==> config.mk <==
export PLATFORM = sky130hd
export DESIGN_NAME = dd_au_seq
export DESIGN_NICKNAME = d
export VERILOG_FILES = /design/src/rtl/dd_au_seq.sv
export SDC_FILE = /design/constraint.sdc
export NUM_CORES = 1
export LEC_CHECK = 0
export ABC_CLOCK_PERIOD_IN_PS = 3300
export BUFFER_PORTS_ARGS = -buffer_cell sky130_fd_sc_hd__buf_4
export CORE_MARGIN = 4
export CORE_UTILIZATION = 35
export CTS_CLUSTER_DIAMETER = 50
export CTS_CLUSTER_SIZE = 12
export DETAILED_ROUTE_END_ITERATION = 8
export PLACE_DENSITY = 0.57
export REMOVE_ABC_BUFFERS = 1
export SLEW_MARGIN = 20
export SYNTH_ARGS = -nofsm -noshare
export SYNTH_HDL_FRONTEND = slang
export SYNTH_SLANG_ARGS = --single-unit
==> constraint.sdc <==
create_clock -name clk -period 3.3 [get_ports clk]
set_input_delay 0.165 -clock clk [delete_from_list [all_inputs] [get_ports clk]]
set_output_delay 0.165 -clock clk [all_outputs]
set_load 0.02 [all_outputs]
==> src/rtl/dd_au_seq.sv <==
// Instruction sequencer feeding the combinational DD_AU unit: fetches 1-2 byte
// instructions, drives registered AU operands for one EXEC cycle, writes results back.
module dd_au_seq #(
  parameter int unsigned DW         = 8,
  parameter int unsigned AW         = 8,
  parameter int unsigned START_ADDR = 0
) (
  input  logic          clk,
  input  logic          rst_n,
  input  logic          start,
  output logic [AW-1:0] pm_addr,
  output logic          pm_rd,
  input  logic [7:0]    pm_data,
  input  logic          pm_valid,
  output logic          au_en,
  output logic [3:0]    ac,
  output logic [DW-1:0] au_a,
  output logic [DW-1:0] au_b,
  input  logic [DW-1:0] au_t,
  input  logic          au_gf,
  output logic [DW-1:0] out_data,
  output logic          out_valid,
  output logic          busy,
  output logic          halted
);

  typedef enum logic [2:0] {
    S_IDLE, S_FETCH, S_DECODE, S_FETCH2, S_EXEC, S_HALT
  } state_t;

  localparam logic [3:0] OP_ADD  = 4'b1000;
  localparam logic [3:0] OP_SUB  = 4'b1001;
  localparam logic [3:0] OP_MOV  = 4'b0100;
  localparam logic [3:0] OP_LDI  = 4'b0101;
  localparam logic [3:0] OP_OUT  = 4'b1101;
  localparam logic [3:0] OP_JGF  = 4'b0010;
  localparam logic [3:0] OP_HALT = 4'b1111;
  localparam logic [AW-1:0] START_PC = AW'(START_ADDR);

  state_t        state_q, state_d;
  logic [AW-1:0] pc_q, pc_d;
  logic [7:0]    ir_q, ir_d;
  logic [DW-1:0] rf_q [4];
  logic          gf_q;
  logic          au_en_q, au_en_d;
  logic [3:0]    ac_q, ac_d;
  logic [DW-1:0] au_a_q, au_a_d;
  logic [DW-1:0] au_b_q, au_b_d;
  logic [DW-1:0] out_data_q;
  logic          out_valid_q;

  logic [3:0] op;
  logic [1:0] rd, rs;

  assign op = ir_q[7:4];
  assign rd = ir_q[3:2];
  assign rs = ir_q[1:0];

  // AU drive values are computed for the cycle being entered, so the
  // registered outputs are valid exactly during the EXEC cycle.
  always_comb begin
    state_d = state_q;
    pc_d    = pc_q;
    ir_d    = ir_q;
    au_en_d = 1'b0;
    ac_d    = '0;
    au_a_d  = '0;
    au_b_d  = '0;
    unique case (state_q)
      S_IDLE: begin
        if (start) begin
          state_d = S_FETCH;
          pc_d    = START_PC;
        end
      end
      S_FETCH: begin
        if (pm_valid) begin
          ir_d    = pm_data;
          pc_d    = pc_q + AW'(1);
          state_d = S_DECODE;
        end
      end
      S_DECODE: begin
        unique case (op)
          OP_LDI, OP_JGF: state_d = S_FETCH2;
          OP_HALT:        state_d = S_HALT;
          OP_ADD, OP_SUB, OP_MOV, OP_OUT: begin
            state_d = S_EXEC;
            au_en_d = 1'b1;
            ac_d    = op;
            au_a_d  = rf_q[rs];
            au_b_d  = rf_q[rd];
          end
          default:        state_d = S_FETCH;
        endcase
      end
      S_FETCH2: begin
        if (pm_valid) begin
          pc_d = pc_q + AW'(1);
          if (op == OP_JGF) begin
            state_d = S_FETCH;
            if (gf_q) pc_d = AW'(pm_data);
          end else begin
            state_d = S_EXEC;
            au_en_d = 1'b1;
            ac_d    = op;
            au_a_d  = DW'(pm_data);
            au_b_d  = rf_q[rd];
          end
        end
      end
      S_EXEC: state_d = S_FETCH;
      S_HALT: begin
        if (start) begin
          state_d = S_FETCH;
          pc_d    = START_PC;
        end
      end
      default: state_d = S_IDLE;
    endcase
  end

  always_ff @(posedge clk or negedge rst_n) begin
    if (!rst_n) begin
      state_q     <= S_IDLE;
      pc_q        <= START_PC;
      ir_q        <= '0;
      gf_q        <= 1'b0;
      au_en_q     <= 1'b0;
      ac_q        <= '0;
      au_a_q      <= '0;
      au_b_q      <= '0;
      out_data_q  <= '0;
      out_valid_q <= 1'b0;
      for (int unsigned i = 0; i < 4; i++) rf_q[i] <= '0;
    end else begin
      state_q     <= state_d;
      pc_q        <= pc_d;
      ir_q        <= ir_d;
      au_en_q     <= au_en_d;
      ac_q        <= ac_d;
      au_a_q      <= au_a_d;
      au_b_q      <= au_b_d;
      out_valid_q <= (state_q == S_EXEC) && (op == OP_OUT);
      if (state_q == S_EXEC) begin
        if (op == OP_OUT) out_data_q <= au_t;
        else              rf_q[rd]   <= au_t;
        if (op == OP_SUB) gf_q <= au_gf;
      end
    end
  end

  assign pm_addr   = pc_q;
  assign pm_rd     = (state_q == S_FETCH) || (state_q == S_FETCH2);
  assign au_en     = au_en_q;
  assign ac        = ac_q;
  assign au_a      = au_a_q;
  assign au_b      = au_b_q;
  assign out_data  = out_data_q;
  assign out_valid = out_valid_q;
  assign busy      = (state_q != S_IDLE) && (state_q != S_HALT);
  assign halted    = (state_q == S_HALT);

endmodule

==> out/metrics.yaml, run 1 <==
status: "completed"
clkTransAtPathRegs_ps: 60
std_cell_rows: 38
grt_pass1_vias: 2943
cts_resized: 0
path_class: "register to output port"
worstRegToRegCells: 4
p_int_w: 0.003110
die_x_um: 115.2
powerDensity_nw_per_um2: 988.7
path_max_fanout: 17
synth-async-reset-ratio_pct: 100.0
drt_iter0_markers: 136
layout-drive-gt1-share_pct: 39.02
seqPwrFrac_pct: 39.8
ctsHtreeMaxLevel: 3
first_pass_iters: 4
max_freq_ghz: 0.4351
syn_to_final_growth_pct: 22.06
cp.required_ps: 3130
synth_flop_cell: "dfrtp_1"
cts_buffers: 9
wl_um: 9561
antenna_cells: 0
drv_slew: 0
grt_pass1_wl_um: 15390
hold_violations: 0
max_slew.worst_pin.slew_ps: 741.9
synth_cells: 326
grt_antenna_before_repair: 0
start_kind: "register"
pwr-share-comb_pct: 38.4
vias: 2809
ys_warn_count: 0
dp_hpwl_um: 6641
ys_seq_area_share_pct: 51.03
leakagePower_nw: 2.170
layout.nets: 405
coreArea_um2: 11030
initial_core_util_pct: 36.46
power_frac_clock_pct: 21.9
drc: 0
fin_skew_ps: 7.292
cts_tree: "done"
num_io_pins: 62
syn_area_per_cell_um2: 12.34
place_area_um2: 4579
cts_setup_buffers: 0
whs_path_depth: 3
clock_path_buffers: 2
io_buffers: 61
swShare_pct: 35.91
hp-class: "input port to register"
layout_min_cycle_time_ps: 2299
final_common_cell: "dfrtp_1"
cap_violations: 0
final_cell_mix: "dfrtp_1 (82), buf_4 (61), mux2_2 (49)"
gp_congestion: 0.8697
end_kind: "output port"
period_share_pct: 69.65
synth-edff-count: 0
fin_area_um2: 4908
p_sw_w: 0.001743
routed_via_density: 5.330
synth-seq-cells: 82
tns_ps: 0
die_h_um: 115.2
crit_arrival_ps: 2130
cts_root_buffer: "clkbuf_16"
drtAntennaViolNets: 0
overflow: 0
synth.cell_area_um2: 4021
numClockSinks: 82
max_slew_margin_pct: 50.36
dieArea_um2: 13270
finalSetupViolCount: 0
clk_latency_ps: 330
ys_types: 51
peakVddDrop_mv: 0.4250
grt_max_degree: 83
wl_per_cell_um: 18.14
rsz0062_at_grt: "false"
gr-usage-all-layers_pct: 14.99
hold_ws_ps: 61.89
logic make-up (layout without fill, tap and decap cells):
family | after synthesis | after routing | share of synthesized area, %
DFF | 82 | 82 | 51.03
AOI/OAI and AO/OA | 46 | 46 | 7.343
and+or+nand+nor | 92 | 92 | 13.78
buffers and inverters | 35 | 96 | 3.734
adders and majority gates | 1 | 1 | 0.3111
xor gates and xnor gates | 4 | 4 | 0.8711
muxes | 66 | 66 | 22.93
metrics by stage:
stage	instances	total power [W]	worst slack, ps	util (%)
2_1_floorplan	309	0.003149	1396	-
3_3_place_gp	511	0.003760	1273	41.52
3_5_place_dp	511	0.003813	1176	41.52
4_1_cts	526	0.004889	1033	44.37
5_1_grt	527	0.005181	888.2	44.50
6_report	527	0.004853	1001	44.50
layout make-up:
type	instances	area, µm²
sequential	82	2052
timing repair buffer	63	479.2
inverter	18	67.56
fill	1015	6122
tap	140	175.2
multi-input combinational	209	1819
clock buffer	9	225.2
clock inverter	6	90.09
Yosys cell counts (6+ instances only):
| master | number | area, µm² |
|---|---|---|
| a21oi_1 | 13 | 65.06 |
| dfrtp_1 | 82 | 2052 |
| o21ai_0 | 11 | 55.05 |
| clkbuf_1 | 8 | 30.03 |
| buf_2 | 6 | 30.03 |
| mux4_2 | 16 | 360.4 |
| nor2b_1 | 13 | 81.33 |
| inv_1 | 18 | 67.56 |
| mux2_2 | 49 | 551.8 |
| nor2_1 | 10 | 37.54 |
| nand3_1 | 11 | 55.05 |
| nand3b_1 | 6 | 45.04 |
| nand2_1 | 19 | 71.32 |
metal layers:
| metal | routed length [µm] | share of wire, % | global-route usage, % |
|---|---|---|---|
| met1 | 4325 | 45 | 19.70 |
| met2 | 4772 | 50 | 25.27 |
| met4 | 76 | 0.79 | 3.834 |
| met5 | 0 | 0 | 0 |
| met3 | 387 | 4.0 | 3.263 |
state kept, by name, summed over array words and instances (netlist names):
name / flops
ac: 4
au_a: 8
au_b: 8
au_en: 1
gf_q: 1
ir_q: 8
out_data: 8
out_valid: 1
pm_addr: 8
rf_q: 32
state_q: 3
final timing paths:
path	from	endpoint	slack (ps)
worst max-delay path	state_q[1]	busy	1000
worst min-delay path	pm_data[3]	au_a[3]	60
worst max register to register	state_q[0]	rf_q[30]	1200
worst min register to register	out_data[4]	out_data[4]	510
max in group asynchronous	rst_n	rf_q[21]	2340
min in group asynchronous	rst_n	au_en	460
power by group through the flow:
stage	Combinational [W]	Clock, W	Sequential [W]
3_5_place_dp	0.00188	0	0.00194
2_1_floorplan	0.00120	0	0.00195
3_3_place_gp	0.00184	0	0.00192
6_report	0.00186	0.00106	0.00193
5_1_grt	0.00205	0.00113	0.00200
4_1_cts	0.00188	0.00109	0.00192
repair_timing:
action | 4_1_cts | 5_1_grt
hold buffers | 0 | 1
endpoints found under the hold margin | 0 | 82
setup endpoints to repair | 0 | 0
critical path, cell delays in order (launching register included):
cell	delay (ps)
dfrtp_1	660
and3b_1	290
nor2_1	600
buf_4	270
Power figures use the tool's default switching activity.
==> inputs of run 2 (changes only) <==
ABC_CLOCK_PERIOD_IN_PS = 2009   (was 3300)
PLACE_DENSITY = 0.59   (was 0.57)
clock period = 2.01 ns   (was 3.3 ns; I/O delays follow)
==> run 2 against run 1 <==
Die area unchanged. Sequential power is 59% higher. Sequential cell count unchanged. Register-to-register slack got worse by 1100 ps. Count of clock-buffer cells in the layout increased by 2. Via count is 3.2% higher. Design area rose by 2.9%. Non-clock buffer count grew 20. Clock skew is essentially flat. Wire length increased by 0.49%. Critical endpoint is now pm_addr[7]. Largest cell class unchanged. Largest power group is now combinational cells.
==> out/metrics.yaml, run 2 (synthesized netlist as in run 1, its figures left out) <==
status: "completed"
worstRegToRegCells: 4
drtAntennaViolNets: 0
hp-start: "pm_data[0]"
drv_slew: 0
utilization_pct: 45.80
max_slew_margin_pct: 59.96
final_cell_mix: "dfrtp_1 (82), buf_4 (79), mux2_2 (49)"
fin_skew_ps: 7.143
powerDensity_nw_per_um2: 1588
cts_tree: "done"
rsz0062_at_grt: "false"
coreArea_um2: 11030
max_freq_ghz: 0.5290
num_io_pins: 62
peakVddDrop_mv: 0.6695
largest-register: "rf_q"
start_kind: "register"
initial_core_util_pct: 36.46
grt_pass1_vias: 2966
gp_congestion: 0.8380
r2r-start: "ir_q[7]"
wl_um: 9608
dieArea_um2: 13270
vias: 2898
cap_violations: 0
grt_pass1_wl_um: 15660
clkTransAtPathRegs_ps: 60
final_cells: 548
end_kind: "register"
std_cell_rows: 38
routed_via_density: 5.288
syn_to_final_growth_pct: 25.64
layout_min_cycle_time_ps: 1891
cts_buffers: 9
cp.required_ps: 2220
die_h_um: 115.2
io_buffers: 61
grt_antenna_before_repair: 0
die_x_um: 115.2
leakagePower_nw: 2.252
ctsHtreeMaxLevel: 3
numClockSinks: 82
hp-class: "input port to register"
finalSetupViolCount: 0
clk_latency_ps: 330
period_share_pct: 94.06
crit_start: "ir_q[7]"
cts_root_buffer: "clkbuf_16"
path_class: "register to register"
layout.nets: 425
clock_path_buffers: 2
hold_violations: 0
gr-usage-all-layers_pct: 15.19
max_slew.worst_pin.slew_ps: 600.7
dp_hpwl_um: 6860
overflow: 0
final_common_cell: "dfrtp_1"
dp_cells: 529
crit_arrival_ps: 2100
layout-drive-gt1-share_pct: 41.18
rrSetupSlack_ps: 120
tns_ps: 0
largest_register_ff_count: 32
first_pass_iters: 4
grt_max_degree: 48
path_max_fanout: 10
drc: 0
wl_per_cell_um: 17.53
antenna_cells: 0
whs_path_depth: 3
drt_iter0_markers: 146
cts_resized: 0
==> run 2: cell types whose count changed in the layout (fill, tap and decap cells not counted), sizes merged <==
| cell | previous run | this run |
|---|---|---|
| buf | 62 | 80 |
| bufinv | 2 | 1 |
| dlygate4sd3 | 1 | 3 |
| clkinvlp | 1 | 2 |
| clkinv | 2 | 1 |
| clkbuf | 9 | 11 |
==> run 2: repair_timing <==
item	4_1_cts	5_1_grt
buffers inserted	0	0
endpoints found under the hold margin	37	0
hold buffers	3	0
setup endpoints to repair	0	0
==> run 2: critical path, cell delays in order (launching register included) <==
cell and delay, ps:
dfrtp_1 480, or4b_4 580, or4_1 480, a21oi_1 160
a211oi_1 60
==> run 2: final timing paths <==
path                                    end
worst max-delay path             pm_addr[7]
worst min-delay path                au_a[0]
worst max register to register   pm_addr[7]
worst min register to register  out_data[3]
max in group asynchronous          rf_q[25]
min in group asynchronous           ir_q[7]
==> run 2: power by group <==
| group | total (W) | switching, W | internal, W |
|---|---|---|---|
| Clock | 0.00163 | 0.000659 | 0.000970 |
| Sequential | 0.00307 | 0.000768 | 0.00230 |
| Combinational | 0.00333 | 0.00146 | 0.00187 |
| Total | 0.00802 | 0.00289 | 0.00514 |
==> run 2: final cells by class <==
type	count	area, µm²
fillers	1037	5978
clock buffers	11	232.7
inverters	18	67.56
clock inverters	5	62.56
flip-flops and latches	82	2052
well taps	140	175.2
repair buffers	83	643.1
multi-input cells	209	1819
==> run 2: stage by stage <==
stage	total power (W)	instance area (µm²)	setup WS, ps	hold WS (ps)
6_report	0.008025	5052	119.5	26.41
5_1_grt	0.008571	5052	35.21	28.17
4_1_cts	0.008116	5052	132.8	19.44
3_5_place_dp	0.006459	4727	152.3	91.89
3_3_place_gp	0.006353	4727	157.5	92.76
2_1_floorplan	0.005170	3939	106.3	-195.1
==> run 2: per-layer routing <==
layer,vias up,share of wire [%],global-route usage (%)
met5,-,0,0
met4,0,0.46,2.817
met3,6,5.7,3.789
met2,90,48,24.46
met1,1460,46,21.13
li1,1342,-,-
==> inputs of run 3 (changes only) <==
GPL_TIMING_DRIVEN = 0   (was not set)
==> run 3 against run 2 <==
Critical path depth is the same. Register-to-register slack got worse by 30 ps. Clock skew down 0.87 ps. Maximum frequency decreased by 1.6%. Sequential share of layout area up 0.23 points. Combinational power down 6%. Global-route usage down 0.18 points. Critical path type unchanged. Largest power group is now sequential cells. Highest routed layer unchanged.
==> out/metrics.yaml, run 3 (synthesized netlist as in run 1, its figures left out) <==
dp_cells: 510
pre_cts_slack_ps: -190.9
worstRegToRegCells: 4
max_slew.worst_pin.slew_ps: 776.7
final_common_cell: "dfrtp_1"
max_freq_ghz: 0.5204
cts_buffers: 9
start_kind: "register"
powerDensity_nw_per_um2: 1611
reg2reg_to: "pm_addr[7]"
grt_pass1_wl_um: 15360
utilization_pct: 45.66
final.fill_count: 1037
syn_to_final_growth_pct: 25.23
slowest_delay_ps: 590
cts_root_buffer: "clkbuf_16"
seq_area_um2: 2057
gp_congestion: 0.8108
whs_path_depth: 2
coreArea_um2: 11030
cp.required_ps: 2230
path_max_fanout: 10
std_cell_rows: 38
die_x_um: 115.2
initial_core_util_pct: 36.46
path_class: "register to register"
crit_chain: "or4b_4, or4_1, a21oi_1, a211oi_1"
grt_antenna_before_repair: 0
io_buffers: 61
dieArea_um2: 13270
overflow: 0
clock_path_buffers: 2
crit_arrival_ps: 2140
final_cell_mix: "dfrtp_1 (78), buf_4 (60), mux2_2 (49)"
rsz0062_at_grt: "true"
finalSetupViolCount: 0
vias: 2848
grt_pass1_vias: 2872
tns_ps: 0
cap_violations: 0
clk_latency_ps: 330
numClockSinks: 82
hp-class: "input port to register"
hold_ws_ps: 27.65
hp-start: "au_t[2]"
hold_violations: 0
final_cells: 531
fin_ws_ps: 88.57
antenna_cells: 0
hold_end: "rf_q[2]"
drt_iter0_markers: 198
cts_tree: "done"
r2r-start: "ir_q[7]"
wl_um: 9728
die_h_um: 115.2
num_io_pins: 62
gr-usage-all-layers_pct: 15.01
layout-drive-gt1-share_pct: 41.43
layout.nets: 409
rrSetupSlack_ps: 90
ctsHtreeMaxLevel: 3
clkTransAtPathRegs_ps: 60
grt_max_degree: 83
drc: 0
drtAntennaViolNets: 0
layout_min_cycle_time_ps: 1921
peakVddDrop_mv: 0.7126
multiInputGateArea_um2: 1868
wl_per_cell_um: 18.32
leakagePower_nw: 2.218
status: "completed"
routed_via_density: 5.363
drv_slew: 0
end_kind: "register"
fin_skew_ps: 6.271
max_slew_margin_pct: 48.22
first_pass_iters: 4
period_share_pct: 95.59
largest-register: "rf_q"
dp_hpwl_um: 6383
largest_register_ff_count: 32
cp_slowest_cell: "or4b_4"
==> run 3: changes by cell type in the layout (fill, tap and decap cells not counted), moves of 2 or more <==
cell        delta
buf_4         -19
nor2_1         -2
dfrtp_2        +4
o21ai_1        +2
dfrtp_1        -4
buf_12         +2
o21ai_0        -2
clkbuf_1       -2
clkinvlp_4     -2
==> run 3: worst max-delay path by stage <==
stage               start  slack (ps)  cells past startpoint         end
2_1_floorplan  state_q[1]         110                      4  pm_addr[7]
6_report          ir_q[7]          90                      4  pm_addr[7]
3_5_place_dp   state_q[1]        -190                      4    rf_q[26]
5_1_grt           ir_q[7]         -20                      4  pm_addr[7]
3_3_place_gp   state_q[1]        -200                      4    rf_q[24]
4_1_cts        state_q[0]           5                      4     rf_q[4]
==> run 3: area by class of cell <==
cell class | count | share of cell area (%)
Inverter | 18 | 1.342
Sequential cell | 82 | 40.84
Clock inverter | 6 | 1.814
Multi-Input combinational cell | 209 | 37.09
Clock buffer | 9 | 4.472
Tap cell | 140 | 3.478
Timing Repair Buffer | 67 | 10.96
==> run 3: metal layers <==
layer	vias up	global-route usage, %	part of all wire, %
li1	1313	-	-
met1	1427	20.60	45
met2	101	23.84	47
met3	7	3.789	6.6
met4	0	4.069	0.95
met5	-	0	0
==> run 3: metrics by stage <==
stage	cell area (µm²)	power, W
after floorplan	3939	0.005170
after global placement	4572	0.006161
after detailed placement	4572	0.006256
after CTS	4986	0.008090
after global routing	5036	0.008592
final	5036	0.008111
==> run 3: repair_timing <==
item,4_1_cts,5_1_grt
buffers inserted,3,0
hold buffers,2,1
resized for setup,5,10
endpoints found under the hold margin,2,82
endpoints found under the setup margin,36,29
==> run 3: critical path, delay by kind of cell (launching register included) <==
kind	cells	cell delay, ps
AOI/OAI and AO/OA	2	230
DFF	1	500
and+or+nand+nor	2	1080
==> run 3: power breakdown <==
part | leakage, nW | internal (W) | switching, W
logic | 1.04 | 0.00176 | 0.00138
registers | 1.02 | 0.00231 | 0.000896
clock network | 0.156 | 0.00109 | 0.000678
total | 2.22 | 0.00516 | 0.00295
